[src/rtl/ex_cond_stage.sv]
// Execute-stage ARM condition check, NZCV flag register and E->M pipeline register.
// Latency 1 cycle E->M; StallE holds all state, FlushE (dominant) loads a bubble.
module ex_cond_stage (
    input  logic        clk,
    input  logic        reset,
    input  logic        StallE,
    input  logic        FlushE,
    input  logic        ValidE,
    input  logic [3:0]  CondE,
    input  logic [1:0]  FlagWE,
    input  logic [3:0]  ALUFlagsE,
    input  logic        RegWE,
    input  logic        MemWE,
    input  logic        PCSE,
    input  logic [31:0] ALUResultE,
    input  logic [31:0] WriteDataE,
    input  logic [3:0]  WA3E,
    output logic        RegWriteM,
    output logic        MemWriteM,
    output logic        PCSrcM,
    output logic        ValidM,
    output logic [31:0] ALUOutM,
    output logic [31:0] WriteDataM,
    output logic [3:0]  WA3M,
    output logic        CondExE,
    output logic [3:0]  FlagsQ,
    output logic [15:0] SkipCount
);

    typedef struct packed {
        logic        valid;
        logic        reg_w;
        logic        mem_w;
        logic        pc_src;
        logic [31:0] alu_out;
        logic [31:0] wr_data;
        logic [3:0]  wa3;
    } m_t;

    m_t          m_q, m_d;
    logic [3:0]  flags_q, flags_d;
    logic [15:0] skip_q, skip_d;
    logic        go;
    logic        flag_n, flag_z, flag_c, flag_v;

    assign {flag_n, flag_z, flag_c, flag_v} = flags_q;
    assign go = ValidE & ~StallE & ~FlushE;

    // Condition is judged on the architectural flags only; no ALU-flag bypass.
    always_comb begin
        CondExE = 1'b0;
        case (CondE)
            4'b0000: CondExE = flag_z;
            4'b0001: CondExE = ~flag_z;
            4'b0010: CondExE = flag_c;
            4'b0011: CondExE = ~flag_c;
            4'b0100: CondExE = flag_n;
            4'b0101: CondExE = ~flag_n;
            4'b0110: CondExE = flag_v;
            4'b0111: CondExE = ~flag_v;
            4'b1000: CondExE = flag_c & ~flag_z;
            4'b1001: CondExE = ~flag_c | flag_z;
            4'b1010: CondExE = (flag_n == flag_v);
            4'b1011: CondExE = (flag_n != flag_v);
            4'b1100: CondExE = ~flag_z & (flag_n == flag_v);
            4'b1101: CondExE = flag_z | (flag_n != flag_v);
            4'b1110: CondExE = 1'b1;
            default: CondExE = 1'b0;
        endcase
    end

    always_comb begin
        flags_d = flags_q;
        skip_d  = skip_q;
        if (go) begin
            if (CondExE) begin
                if (FlagWE[1]) flags_d[3:2] = ALUFlagsE[3:2];
                if (FlagWE[0]) flags_d[1:0] = ALUFlagsE[1:0];
            end else if (skip_q != 16'hFFFF) begin
                skip_d = skip_q + 16'd1;
            end
        end
    end

    // An empty Execute slot becomes a fully zeroed bubble, same as a flush.
    always_comb begin
        m_d = m_q;
        if (FlushE) begin
            m_d = '0;
        end else if (!StallE) begin
            if (ValidE) begin
                m_d.valid   = 1'b1;
                m_d.reg_w   = RegWE & CondExE;
                m_d.mem_w   = MemWE & CondExE;
                m_d.pc_src  = PCSE & CondExE;
                m_d.alu_out = ALUResultE;
                m_d.wr_data = WriteDataE;
                m_d.wa3     = WA3E;
            end else begin
                m_d = '0;
            end
        end
    end

    always_ff @(posedge clk) begin
        if (reset) begin
            m_q     <= '0;
            flags_q <= 4'b0000;
            skip_q  <= 16'd0;
        end else begin
            m_q     <= m_d;
            flags_q <= flags_d;
            skip_q  <= skip_d;
        end
    end

    assign ValidM     = m_q.valid;
    assign RegWriteM  = m_q.reg_w;
    assign MemWriteM  = m_q.mem_w;
    assign PCSrcM     = m_q.pc_src;
    assign ALUOutM    = m_q.alu_out;
    assign WriteDataM = m_q.wr_data;
    assign WA3M       = m_q.wa3;
    assign FlagsQ     = flags_q;
    assign SkipCount  = skip_q;

endmodule

[config.mk]
export PLATFORM = sky130hd
export DESIGN_NAME = ex_cond_stage
export DESIGN_NICKNAME = d
export VERILOG_FILES = /design/src/rtl/ex_cond_stage.sv
export SDC_FILE = /design/constraint.sdc
export NUM_CORES = 1
export LEC_CHECK = 0
export ABC_AREA = 0
export BUFFER_PORTS_ARGS = -buffer_cell sky130_fd_sc_hd__buf_2
export CAP_MARGIN = 15
export CORE_UTILIZATION = 41
export DETAILED_ROUTE_END_ITERATION = 10
export PLACE_DENSITY = 0.81
export REMOVE_ABC_BUFFERS = 1
export SYNTH_ARGS = -nofsm -noshare
export SYNTH_HDL_FRONTEND = slang
export SYNTH_SLANG_ARGS = --single-unit
[constraint.sdc]
create_clock -name clk -period 2.11 [get_ports clk]
set_input_delay 0 -clock clk [delete_from_list [all_inputs] [get_ports clk]]
set_output_delay 0 -clock clk [all_outputs]
set_load 0.03 [all_outputs]
; Word-level counts from Yosys, hierarchy flattened
; Index checks and enable logic that the tools add are counted.
[totals]
in_bits = 86
elab_cells = 51
output_inout_bits = 93
regBits = 92
[op_classes]
addsub = 1
reduce_logical = 5
n_eq_ne = 17
bitwise = 16
muxes = 2
[op_table]
columns = cell, count
row1 = $mux 72, 1
row2 = $eq 4x4->1 const B, 7
row3 = $add 16x1->16 const B, 1
row4 = $eq 4x3->1 const B, 4
row5 = $ne 16x16->1 const B, 1
row6 = $pmux 1 s15, 1
row7 = $reduce_and 3->1, 3
row8 = $eq 4x2->1 const B, 2
row9 = $and 1x1->1, 7
row10 = $not 1->1, 7
row11 = $eq 4x1->1 const B, 1
row12 = $logic_not 4->1, 1
row13 = $or 1x1->1, 2
row14 = $reduce_or 2->1, 1
row15 = $eq 1x1->1, 1
row16 = $ne 1x1->1, 1

; Longest topological paths before layout
[depth]
depth_word = 5
mapped_depth = 9
mapped_depth_nobuf = 7

; Worst setup path before layout
; Ideal clock, no wire load.
[synth_timing]
kind = register to register
from = register flags_q[1], in the netlist FlagsQ[1]
to = register skip_q[6], in the netlist SkipCount[6]
required_ns = 1.989
setup_time_ns = 0.121
path_stages_with_launch = 8
synth_period_minus_slack_ns = 2.398
arrival_time_ns = 2.278
slack_ns = -0.288
cell_sequence = dfxtp_1 or3b_1 o211ai_2 o211ai_1 or4_4 buf_6 nor4_1 mux2_2
[synth_between]
elab_chain_len = 5
elab_cells_between_ends = 6
cone_classes = mux (1) / bitwise (4) / reduce/logical (1)
[synth_rtl]
columns = item, line_no
row1 = from (decl), 41  ; logic [3:0] flags_q, flags_d;
row2 = from (signal assigned), 112  ; flags_q <= flags_d;
row3 = $not 1->1, "56, 62"
row4 = $or 1x1->1, 62  ; 4'b1001: CondExE = ~flag_c | flag_z;
row5 = $pmux 1 s15 *, 52  ; case (CondE)
row6 = $not 1->1 (no source line) *, n/a
row7 = $reduce_and 3->1 (no source line) *, n/a
row8 = to (signal assigned), 113  ; skip_q <= skip_d;
row9 = to (decl), 42  ; logic [15:0] skip_q, skip_d;
; Mark *: on every way between the ends. The rest lies on a longest branch, timed or not.
; A chain may end at the register's enable or synchronous reset.

; Worst setup path in the final report
[layout_timing]
from = register flags_q[1], in the netlist FlagsQ[1]
to = register skip_q[0], in the netlist SkipCount[0]
; Same word-level chain as after synthesis.

==> impl_results.md <==
* Final Slew Violations at 0
* Synth cell types at 48
* Reg-to-reg critical path startpoint: FlagsQ[1]
* Clock Skew at 0.01745 ns
* Reg2reg path depth at 8
* CTS root buffer: clkbuf_8
* Worst IR Drop VDD at 0.3880 mV
* FMAX at 0.4286 GHz
* Status: complete, but fails checks
* Cell area after synthesis at 3630 µm²
* H-tree levels at 3
* Relative slew slack at 0.4951
* Vias in the first global route at 4106
* RSZ-0062 raised after global routing: true
* Most common cell in the netlist: dfxtp_1
* Slew @ Worst Pin at 0.7574 ns
* M1 GR Usage at 0.2935
* Number of synthesized flops with an enable pin at 0
* Layout area overhead at 63.87%
* Failing checks: negative setup slack
* Largest net degree at the start of global routing at between 70 and 80
* Core area at 8382 µm²
* Worst path max stage delay at 0.61 ns
* Crit path DAT at 2.58 ns
* Top cell type by total area after synthesis: dfxtp_1
* Detailed Routing Iterations Pass 1 at 5
* Top cell type's share of synthesized area at 0.5074
* Hold EP: FlagsQ[2]
* Initial antenna violation count at 0
* Synth top cells by count: 92 x dfxtp_1, 86 x nor2_1, 68 x a22oi_1
* Crit end category: flop
* Hold Slack at 0.04573 ns
* Final setup fails at 24
* Syn Inst Count at between 300 and 400
* Post-synthesis average cell area at approximately 9 µm²
* Max Root-Sink Buffers at 2
* Vias per std cell at 5.583
* YS warnings at 0
* Worst hold path type: primary input to flop
* Flop-to-flop setup slack at -0.22 ns
* Synth Register Bits at 92
* GR Overflow Total at 0
* CTS clk-pin slew, worst paths at ~0.09 ns
* Leak Pwr at 0.002636 µW
* First-pass GRT wire length at 19690 µm
* Setup TNS at -3.735 ns
* 1st-iter DRT viols at 220
* CP max-delay cell: or4_4
* Final Wtd Congestion at ~0.80
* Post-DR wirelength/cell at 17.51 µm
* Startpoint types: flop
* Pwr Total at 3618 µW
* Origin of the worst min-delay path: FlagWE[1]
* Total global-route track usage at 0.2802
* Site Rows at 33
* Area contributors post-synth: dfxtp_1 51%, a22oi_1 14%, nor2_1 8.9%
* Port Buffer Count at 178
* Worst path top cell family by delay: simple AND/OR/NAND/NOR gates
* Power per cell area at 608.3 nW/µm²
* Drt drc at 0
* Die H at slightly below 100 µm
* Post-synth ARST share at 0
* Final worst slack at -0.2230 ns
* Met2 usage at 0.4911
* Final Core Density at 0.7097
* Top_reg_cell synth: dfxtp_1
* Die area at about 9200 µm²
* Seq/Total Area, Yosys at 0.5074
* Met3 usage at 0.09084
* WS Path Type: flop to flop
* Worst Path Required at 2.36 ns
* Vias at 4271
* Buf/Inv on CP at 2
* Crit path cell chain: buf_4 -> xor2_1 -> a211oi_1 -> nor2_1 -> or4_4 -> buf_6 -> nor3_4 -> mux2_4
* Num CTS Buffers at 9
* Nets@finish at 742
* Die Wd at around 96 µm
* I/O pin total at 179
* Layout cells sized above 1 at 0.3924
* R2r endpoint: SkipCount[0]
* Antenna Violating Nets Remaining at 0
* Busiest grt layer: met2
* Min Tclk post-route at roughly 2.3 ns
* CTS tree: yes
* Final Cycle Share at 1.106
* Hold depth at 3
* Sink Count at between 90 and 100
* Starting Density at 0.4330
* Routed Wire Length at about 13000 µm
* Max Cap Violations at 0
* Final Hold Viols at 0
* Skew-Pair Late Insertion Delay at 0.37 ns
* Diodes inserted at 0
* HPWL Detailed at 6944 µm
* Worst-path fanout max at 6
routing by layer:
| layer | part of all wire | vias to the layer above |
|---|---|---|
| li1 | - | 1949 |
| met1 | 0.37 | 2013 |
| met2 | 0.50 | 254 |
| met3 | 0.092 | 55 |
| met4 | 0.039 | 0 |
| met5 | 0 | - |
state kept, by name (all words and copies together), names as in the netlist:
name        cells
ValidM          1
WA3M            4
RegWriteM       1
PCSrcM          1
SkipCount      16
FlagsQ          4
ALUOutM        32
MemWriteM       1
WriteDataM     32
layout by cell type (no fill, tap or decap), types with 9 or more instances in the layout:
master and n:
nand2_1 17, nor2b_1 9, buf_6 11, a22oi_1 68, dlygate4sd3_1 75, clkbuf_8 9, nor2_1 84, dfxtp_1 88
buf_2 177, buf_4 14
power by group:
| part | switching [µW] | internal, µW | leakage, µW |
|---|---|---|---|
| logic | 322 | 298 | 0.00180 |
| registers | 18.5 | 1760 | 0.000746 |
| clock network | 656 | 559 | 0.0000935 |
| total | 996 | 2620 | 0.00264 |
through the flow:
step / setup slack, ns / instances / cell area, µm²
finish: -0.2230 / 765 / 5948
CTS: -0.1663 / 763 / 5856
global route: -0.2846 / 765 / 5948
floorplan: -1.801 / 364 / 3488
detailed placement: -0.2582 / 662 / 4643
global placement: -0.1450 / 662 / 4643
logic make-up after synthesis:
logic type,count (synthesis),synth area share
and+or+nand+nor,157,0.2079
AOI/OAI and AO/OA,94,0.1930
DFF,92,0.5074
buffers and inverters,37,0.04309
muxes,12,0.03550
xor gates and xnor gates,4,0.009654
adders and majority gates,1,0.003447
worst min-delay path: cells and delay by family:
| kind | cells | cell delay, ns |
|---|---|---|
| multiplexers | 1 | 0.08 |
| AND/OR/NAND/NOR | 1 | 0.19 |
| buffers and inverters | 1 | 0.09 |
repair_timing:
| item | 4_1_cts | 5_1_grt |
|---|---|---|
| setup buffers | 8 | 2 |
| hold endpoints to repair | 75 | 0 |
| hold buffers | 75 | 0 |
| cloned | 2 | 0 |
| resized for setup | 42 | 16 |
| setup endpoints to repair | 24 | 24 |
| pin swaps | 17 | 11 |
how the worst max path moves through the flow:
| stage | startpoint | end | slack [ns] | depth (start not counted) |
|---|---|---|---|---|
| after CTS | FlagsQ[1] | SkipCount[0] | -0.17 | 7 |
| after global routing | FlagsQ[1] | SkipCount[0] | -0.28 | 7 |
| after detailed placement | FlagsQ[3] | FlagsQ[2] | -0.26 | 8 |
| after floorplan | StallE | SkipCount[15] | -1.80 | 6 |
| after global placement | FlagsQ[1] | SkipCount[6] | -0.14 | 6 |
| final | FlagsQ[1] | SkipCount[0] | -0.22 | 8 |
layout make-up:
type | count | area [µm²]
clock buffer | 10 | 127.6
clock inverter | 6 | 71.32
fill | 553 | 2434
inverter | 4 | 15.01
multi-input combinational | 270 | 1871
sequential | 92 | 1847
tap | 105 | 131.4
timing repair buffer | 278 | 1886
Note: power is estimated with default switching activity, not from simulation.
